### src/rtl/uart_stream_mux_if.sv
// Byte-stream bundle between the UART receivers, the ingress mux and the parser.
// The mux connects through the slave modport; the environment uses master.
interface uart_stream_mux_if #(
  parameter int CHANNELS   = 2,
  parameter int DATA_WIDTH = 8
);
  localparam int CW = (CHANNELS > 1) ? $clog2(CHANNELS) : 1;

  logic [CHANNELS-1:0]            inReady;
  logic [CHANNELS*DATA_WIDTH-1:0] inData;
  logic [CHANNELS-1:0]            chEnable;
  logic                           outValid;
  logic [DATA_WIDTH-1:0]          outData;
  logic [CW-1:0]                  outChannel;
  logic                           outReady;
  logic [CHANNELS-1:0]            pending;
  logic [CHANNELS-1:0]            overflow;
  logic                           clearOverflow;

  modport master (
    output inReady, inData, chEnable, outReady, clearOverflow,
    input  outValid, outData, outChannel, pending, overflow
  );

  modport slave (
    input  inReady, inData, chEnable, outReady, clearOverflow,
    output outValid, outData, outChannel, pending, overflow
  );
endinterface

### src/rtl/uart_stream_mux.sv
// Multi-channel UART ingress mux: one FIFO per receiver, round-robin or fixed
// priority arbitration onto a single tagged ready/valid byte stream.
module uart_stream_mux #(
  parameter int CHANNELS   = 2,
  parameter int DEPTH      = 16,
  parameter int DATA_WIDTH = 8,
  parameter int ARB_MODE   = 0
) (
  input  logic             clk,
  input  logic             rst_n,
  uart_stream_mux_if.slave bus
);
  localparam int PW = $clog2(DEPTH);
  localparam int CW = (CHANNELS > 1) ? $clog2(CHANNELS) : 1;
  localparam logic [PW:0] FULL_CNT = (PW+1)'(DEPTH);
  localparam logic [CW:0] NCH      = (CW+1)'(CHANNELS);

  typedef logic [DATA_WIDTH-1:0] data_t;
  typedef logic [PW-1:0]         ptr_t;
  typedef logic [PW:0]           cnt_t;
  typedef logic [CW-1:0]         chan_t;

  // Per-channel FIFO state
  data_t mem_q    [CHANNELS][DEPTH];
  ptr_t  wr_ptr_q [CHANNELS];
  ptr_t  wr_ptr_d [CHANNELS];
  ptr_t  rd_ptr_q [CHANNELS];
  ptr_t  rd_ptr_d [CHANNELS];
  cnt_t  cnt_q    [CHANNELS];
  cnt_t  cnt_d    [CHANNELS];

  logic [CHANNELS-1:0] push;
  logic [CHANNELS-1:0] drop;
  logic [CHANNELS-1:0] pop_vec;
  logic [CHANNELS-1:0] cand;
  logic [CHANNELS-1:0] pending_vec;
  logic [CHANNELS-1:0] overflow_q;
  logic [CHANNELS-1:0] overflow_d;

  // Arbiter and output register
  chan_t       rr_ptr_q;
  chan_t       rr_ptr_d;
  chan_t       grant_idx;
  logic [CW:0] rr_sum;
  logic        grant_valid;
  logic        out_free;
  logic        pop;

  logic  out_valid_q;
  logic  out_valid_d;
  data_t out_data_q;
  data_t out_data_d;
  chan_t out_chan_q;
  chan_t out_chan_d;

  // NOTE: every signal driven from always_comb gets a default before any
  // conditional assignment, so no path can leave it holding a value (latch).
  always_comb begin
    out_free    = !out_valid_q || bus.outReady;
    grant_valid = 1'b0;
    grant_idx   = '0;
    rr_sum      = '0;
    for (int i = 0; i < CHANNELS; i++) begin
      cand[i] = (cnt_q[i] != '0) && bus.chEnable[i];
    end
    if (ARB_MODE == 1) begin
      for (int i = CHANNELS - 1; i >= 0; i--) begin
        if (cand[i]) begin
          grant_valid = 1'b1;
          grant_idx   = chan_t'(i);
        end
      end
    end else begin
      // Scan downward so the channel closest after the pointer wins last.
      for (int k = CHANNELS; k >= 1; k--) begin
        rr_sum = {1'b0, rr_ptr_q} + (CW+1)'(k);
        if (rr_sum >= NCH) rr_sum = rr_sum - NCH;
        if (cand[rr_sum[CW-1:0]]) begin
          grant_valid = 1'b1;
          grant_idx   = rr_sum[CW-1:0];
        end
      end
    end
    pop = out_free && grant_valid;
  end

  // FIFO bookkeeping; a full FIFO drops the strobe even if popped this cycle.
  always_comb begin
    for (int i = 0; i < CHANNELS; i++) begin
      pop_vec[i]     = pop && (grant_idx == chan_t'(i));
      push[i]        = bus.inReady[i] && (cnt_q[i] != FULL_CNT);
      drop[i]        = bus.inReady[i] && (cnt_q[i] == FULL_CNT);
      pending_vec[i] = (cnt_q[i] != '0);
      wr_ptr_d[i]    = push[i]    ? wr_ptr_q[i] + ptr_t'(1) : wr_ptr_q[i];
      rd_ptr_d[i]    = pop_vec[i] ? rd_ptr_q[i] + ptr_t'(1) : rd_ptr_q[i];
      cnt_d[i]       = cnt_q[i];
      if (push[i] && !pop_vec[i]) begin
        cnt_d[i] = cnt_q[i] + cnt_t'(1);
      end else if (!push[i] && pop_vec[i]) begin
        cnt_d[i] = cnt_q[i] - cnt_t'(1);
      end
    end
    overflow_d = drop | (overflow_q & ~{CHANNELS{bus.clearOverflow}});
  end

  always_comb begin
    out_valid_d = out_valid_q;
    out_data_d  = out_data_q;
    out_chan_d  = out_chan_q;
    rr_ptr_d    = rr_ptr_q;
    if (pop) begin
      out_valid_d = 1'b1;
      out_data_d  = mem_q[grant_idx][rd_ptr_q[grant_idx]];
      out_chan_d  = grant_idx;
      if (ARB_MODE == 0) rr_ptr_d = grant_idx;
    end else if (out_free) begin
      out_valid_d = 1'b0;
    end
  end

  // NOTE: the byte storage is deliberately not reset; the reset counts and
  // pointers already mark it empty, and leaving it out keeps it a plain RAM.
  always_ff @(posedge clk) begin
    for (int i = 0; i < CHANNELS; i++) begin
      if (push[i]) mem_q[i][wr_ptr_q[i]] <= bus.inData[i*DATA_WIDTH +: DATA_WIDTH];
    end
  end

  // NOTE: state registers use non-blocking assignments only, so every process
  // sees the pre-edge value regardless of evaluation order.
  always_ff @(posedge clk or negedge rst_n) begin
    if (!rst_n) begin
      for (int i = 0; i < CHANNELS; i++) begin
        wr_ptr_q[i] <= '0;
        rd_ptr_q[i] <= '0;
        cnt_q[i]    <= '0;
      end
      overflow_q  <= '0;
      rr_ptr_q    <= chan_t'(CHANNELS - 1);
      out_valid_q <= 1'b0;
      out_data_q  <= '0;
      out_chan_q  <= '0;
    end else begin
      for (int i = 0; i < CHANNELS; i++) begin
        wr_ptr_q[i] <= wr_ptr_d[i];
        rd_ptr_q[i] <= rd_ptr_d[i];
        cnt_q[i]    <= cnt_d[i];
      end
      overflow_q  <= overflow_d;
      rr_ptr_q    <= rr_ptr_d;
      out_valid_q <= out_valid_d;
      out_data_q  <= out_data_d;
      out_chan_q  <= out_chan_d;
    end
  end

  assign bus.outValid   = out_valid_q;
  assign bus.outData    = out_data_q;
  assign bus.outChannel = out_chan_q;
  assign bus.pending    = pending_vec;
  assign bus.overflow   = overflow_q;

endmodule
### src/flat_wrapper.sv
// flat-port wrapper written by rule: the top's interface ports become plain ports
module uart_stream_mux_flat 
#(
  parameter int CHANNELS   = 2,
  parameter int DEPTH      = 16,
  parameter int DATA_WIDTH = 8,
  parameter int ARB_MODE   = 0
)
  (clk, rst_n, bus_inReady, bus_inData, bus_chEnable, bus_outReady, bus_clearOverflow, bus_outValid, bus_outData, bus_outChannel, bus_pending, bus_overflow);
  uart_stream_mux_if #(.CHANNELS(CHANNELS), .DATA_WIDTH(DATA_WIDTH)) bus_i ();
  input  logic clk;
  input  logic rst_n;
  input wire logic [$bits(bus_i.inReady)-1:0] bus_inReady;
  input wire logic [$bits(bus_i.inData)-1:0] bus_inData;
  input wire logic [$bits(bus_i.chEnable)-1:0] bus_chEnable;
  input wire logic [$bits(bus_i.outReady)-1:0] bus_outReady;
  input wire logic [$bits(bus_i.clearOverflow)-1:0] bus_clearOverflow;
  output wire logic [$bits(bus_i.outValid)-1:0] bus_outValid;
  output wire logic [$bits(bus_i.outData)-1:0] bus_outData;
  output wire logic [$bits(bus_i.outChannel)-1:0] bus_outChannel;
  output wire logic [$bits(bus_i.pending)-1:0] bus_pending;
  output wire logic [$bits(bus_i.overflow)-1:0] bus_overflow;
  assign bus_i.inReady = bus_inReady;
  assign bus_i.inData = bus_inData;
  assign bus_i.chEnable = bus_chEnable;
  assign bus_i.outReady = bus_outReady;
  assign bus_i.clearOverflow = bus_clearOverflow;
  assign bus_outValid = bus_i.outValid;
  assign bus_outData = bus_i.outData;
  assign bus_outChannel = bus_i.outChannel;
  assign bus_pending = bus_i.pending;
  assign bus_overflow = bus_i.overflow;
  uart_stream_mux #(.CHANNELS(CHANNELS), .DEPTH(DEPTH), .DATA_WIDTH(DATA_WIDTH), .ARB_MODE(ARB_MODE)) u_core (.clk(clk), .rst_n(rst_n), .bus(bus_i));
endmodule
### config.mk
export PLATFORM = sky130hd
export DESIGN_NAME = uart_stream_mux_flat
export DESIGN_NICKNAME = d
export VERILOG_FILES = /design/src/rtl/uart_stream_mux_if.sv /design/src/rtl/uart_stream_mux.sv /design/src/flat_wrapper.sv
export SDC_FILE = /design/constraint.sdc
export NUM_CORES = 1
export LEC_CHECK = 0
export CAP_MARGIN = 30
export CORE_MARGIN = 1
export CORE_UTILIZATION = 50
export CTS_CLUSTER_DIAMETER = 60
export DETAILED_ROUTE_END_ITERATION = 12
export PLACE_DENSITY = 0.77
export SETUP_SLACK_MARGIN = 0.3
export SLEW_MARGIN = 0
export SYNTH_ARGS = -nofsm -noshare
export SYNTH_HDL_FRONTEND = slang
export SYNTH_SLANG_ARGS = --single-unit
### constraint.sdc
create_clock -name clk -period 7.4 [get_ports clk]
set_clock_uncertainty 0.2 [all_clocks]
set_input_delay 1.48 -clock clk [delete_from_list [all_inputs] [get_ports clk]]
set_output_delay 1.48 -clock clk [all_outputs]
set_load 0.03 [all_outputs]
==> results.sh <==
export IMPL_synth_sequential_area_ratio_pct=72.6
export IMPL_clock_buffer_count_from_cts=28
export IMPL_number_of_antenna_violations_at_the_first_check_in_global_routing=0
export IMPL_timing_max_transition_violations_final=0
export IMPL_grt_start_max_net_pins=40
export IMPL_synth_lib_cells_used_distinct=38
export IMPL_detailed_place_area_mm2=0.0127
export IMPL_design_die_area_mm2=0.0245
export IMPL_fp_coreArea_mm2=0.0235
export IMPL_post_cts_resized_instances=0
export IMPL_h_tree_depth=1
export IMPL_totalNegativeSetupSlack_ns=0
export IMPL_maxClockFrequency_mhz=222
export IMPL_grt_setup_unrepaired="false"
export IMPL_crit_path_end="u_core.cnt_q[9]"
export IMPL_ios=38
export IMPL_worst_skew_pair_late_latency_ns=0.54
export IMPL_firstDrtPassIters=5
export IMPL_route_detailed_drc=0
export IMPL_buffer_ports_inserted=37
export IMPL_worst_setup_path_end_kind="register"
export IMPL_crit_path_max_incr_delay_ns=0.76
export IMPL_clkSinkCount=295
export IMPL_cpLargestDelayFamily="compound AO/OA/AOI/OAI gates"
export IMPL_power_density_mw_per_mm2=382
export IMPL_final_min_clock_period_ns=4.51
export IMPL_finalSetupViolations=0
export IMPL_post_synth_inst_count=648
export IMPL_worst_path_buf_inv=3
export IMPL_chipHeight_um=157
export IMPL_vias_in_the_first_global_route=6315
export IMPL_async_reset_ff_share_pct=13.2
export IMPL_holdBufCountCts=0
export IMPL_clockBufferDepth=3
export IMPL_wl_per_cell_um=22.2
export IMPL_worst_slew_pin_transition_ns=0.987
export IMPL_totalWireLength_um=23100
export IMPL_final_min_period_over_clock_period_pct=60.9
export IMPL_clk_pin_slew_ns=0.06
export IMPL_slowest_cell_on_the_critical_path="a21oi_1"
export IMPL_post_cts_setup_buffers=0
export IMPL_hold_violations=0
export IMPL_critPathKind="primary input to register"
export IMPL_number_of_register_bits_inferred_by_synthesis=295
export IMPL_routabilityCongestion=0.810
export IMPL_layout_nets=745
export IMPL_worstSetupStartpointType="primary input"
export IMPL_flow_area_growth_from_synthesis_pct=14.3
export IMPL_placed_cells_incl_taps=989
export IMPL_reg_to_reg_start="u_core.cnt_q[6]"
export IMPL_synth_ff_type="edfxtp_1"
export IMPL_peakVddDrop_uv=179
export IMPL_count_of_flip_flops_with_a_built_in_enable_after_synthesis=256
export IMPL_worstPathCellList="clkdlybuf4s50_1, a21bo_1, a21oi_1, nor2_1, inv_1, ha_1, inv_1, ha_1, a21o_1, a21oi_1, xnor2_1, nor2_1, xnor2_1"
export IMPL_cts_root_buf="clkbuf_16"
export IMPL_number_of_gates_on_the_worst_path_with_buffers_counted=13
export IMPL_setup_worst_path_start="bus_chEnable[1]"
export IMPL_starting_utilization_of_the_core_area_pct=50.9
export IMPL_drt_antenna_violating_nets=0
export IMPL_drt_vias_per_instance=5.78
export IMPL_dpl_hpwl_um=14900
export IMPL_outcome="finished clean"
export IMPL_ff2ff_setup_slack_ns=3.54
export IMPL_instances_no_fill=1041
export IMPL_critical_path_max_fanout=14
export IMPL_postSynthAreaPerCell_um2=18.4
export IMPL_layout_cell_area_non_filler_mm2=0.0136
export IMPL_power_leakage_nw=4.62
export IMPL_nFillCells=1642
export IMPL_worst_slew_margin_rel_pct=34.2
export IMPL_drive_above_1_share_pct=18.1
export IMPL_globalRoute_totalOverflow=0
export IMPL_post_synthesis_instance_area_mm2=0.0119
export IMPL_synthesis_yosys_warnings=0
export IMPL_drtIter0Drc=533
export IMPL_synthesis_nets=692
export IMPL_rr_endpoint="u_core.cnt_q[9]"
export IMPL_cts_tree="yes"
export IMPL_grt_total_usage_pct=19.8
export IMPL_grt_pass1_wl_um=35700
export IMPL_floorplan_die_width_um=157
export IMPL_timing_hold_worst_class="register to register"
export IMPL_routed_via_count=6020
export IMPL_antenna_cells_inserted=0
export IMPL_maxCapViolCount=0
export IMPL_critical_path_required_ns=7.62
export IMPL_placementRows=56
export IMPL_worstRegToRegCells=13
export IMPL_arrival_ns=4.73
logic make-up (layout without fill, tap and decap cells):
family | Yosys count | count (layout) | synth area share (%)
DFF | 295 | 295 | 72.6
and+or+nand+nor | 121 | 121 | 4.59
muxes | 95 | 95 | 14.7
AOI/OAI and AO/OA | 50 | 50 | 2.78
buffers and inverters | 45 | 119 | 1.54
xor gates and xnor gates | 22 | 22 | 1.61
adders and majority gates | 20 | 20 | 2.22
synthesized netlist by cell type (2+ instances only):
cell	count	share of area (%)
a21boi_1	2	0.13
a21oi_1	6	0.25
o311ai_1	2	0.15
buf_1	7	0.22
o211ai_1	2	0.13
edfxtp_1	256	64
mux4_2	64	12
buf_2	12	0.50
nand4_1	4	0.21
nand2_1	41	1.3
nand2b_1	6	0.31
or3_1	3	0.16
ha_1	18	1.9
o31ai_1	2	0.13
xnor2_1	18	1.3
mux2i_1	30	2.5
o21ai_0	23	0.96
nand3b_1	2	0.13
fa_1	2	0.34
nor2_1	49	1.5
dfrtp_1	38	8.0
xor2_1	4	0.29
nor4_4	2	0.36
a21o_1	4	0.25
a22oi_1	3	0.19
nand3_1	5	0.21
inv_1	16	0.50
nor3_1	8	0.34
clkbuf_1	10	0.31
sequential cells by signal (all words and copies together), names as in the netlist:
name / count
u_core.mem_q: 256
u_core.bus.outChannel: 1
u_core.wr_ptr_q: 8
u_core.bus.outValid: 1
u_core.cnt_q: 10
u_core.rd_ptr_q: 8
u_core.bus.overflow: 2
u_core.bus.outData: 8
u_core.rr_ptr_q: 1
layer usage:
layer	routed length, um	global-route usage, %	part of all wire [%]	vias to the layer above
li1	-	-	-	2641
met1	9870	27.0	43	3093
met2	11200	31.8	48	235
met3	1240	3.07	5.4	51
met4	822	8.45	3.6	0
met5	0	0	0	-
power by group:
part           leakage, nW  internal, mW  total, mW  switching, mW
Sequential            2.78          2.06       2.24          0.183
Combinational         1.39         0.706       1.56          0.849
Clock                0.448         0.839       1.42          0.582
Total                 4.62          3.61       5.22           1.61
how the worst min path moves through the flow:
stage                     depth (start not counted)         endpoint  slack, ns            start
after floorplan                                   2  u_core.rr_ptr_q       0.25  u_core.rr_ptr_q
after global placement                            2  u_core.rr_ptr_q       0.28  u_core.rr_ptr_q
after detailed placement                          2  u_core.rr_ptr_q       0.27  u_core.rr_ptr_q
after CTS                                         2  u_core.rr_ptr_q       0.28  u_core.rr_ptr_q
after global routing                              2  u_core.rr_ptr_q       0.31  u_core.rr_ptr_q
final                                             2  u_core.rr_ptr_q       0.28  u_core.rr_ptr_q
tightest hold or removal path: cells and delay by family, from the launching register on:
family           cells  cell delay [ns]
flip-flops           1             0.38
AND/OR/NAND/NOR      2             0.10
stage by stage:
step                      util [%]  power, mW  setup WS, ns  hold WS (ns)
final                         58.2       5.22          2.89         0.283
after global routing          58.2       5.45          2.59         0.314
after CTS                     58.1       5.26          2.88         0.284
after floorplan                  -       3.35          3.56         0.252
after global placement        54.0       3.73          2.58         0.276
after detailed placement      54.1       3.83          2.37         0.274
cell type report:
| class | instances | area (um^2) | share of cell area [%] |
|---|---|---|---|
| Clock buffer | 37 | 776 | 5.68 |
| Clock inverter | 14 | 146 | 1.07 |
| Inverter | 16 | 60.1 | 0.440 |
| Multi-Input combinational cell | 308 | 3100 | 22.7 |
| Sequential cell | 295 | 8670 | 63.5 |
| Tap cell | 319 | 399 | 2.92 |
| Timing Repair Buffer | 52 | 505 | 3.70 |
placed cells by master, fill, tap and decap left out, types with 18 or more instances in the layout:
master / instances
dfrtp_1: 36
mux4_2: 64
edfxtp_1: 256
xnor2_1: 18
mux2i_1: 30
ha_1: 18
clkbuf_16: 29
nor2_1: 49
nand2_1: 41
o21ai_0: 23
clkdlybuf4s50_1: 36
No activity file was read; power rests on OpenSTA's default activity.
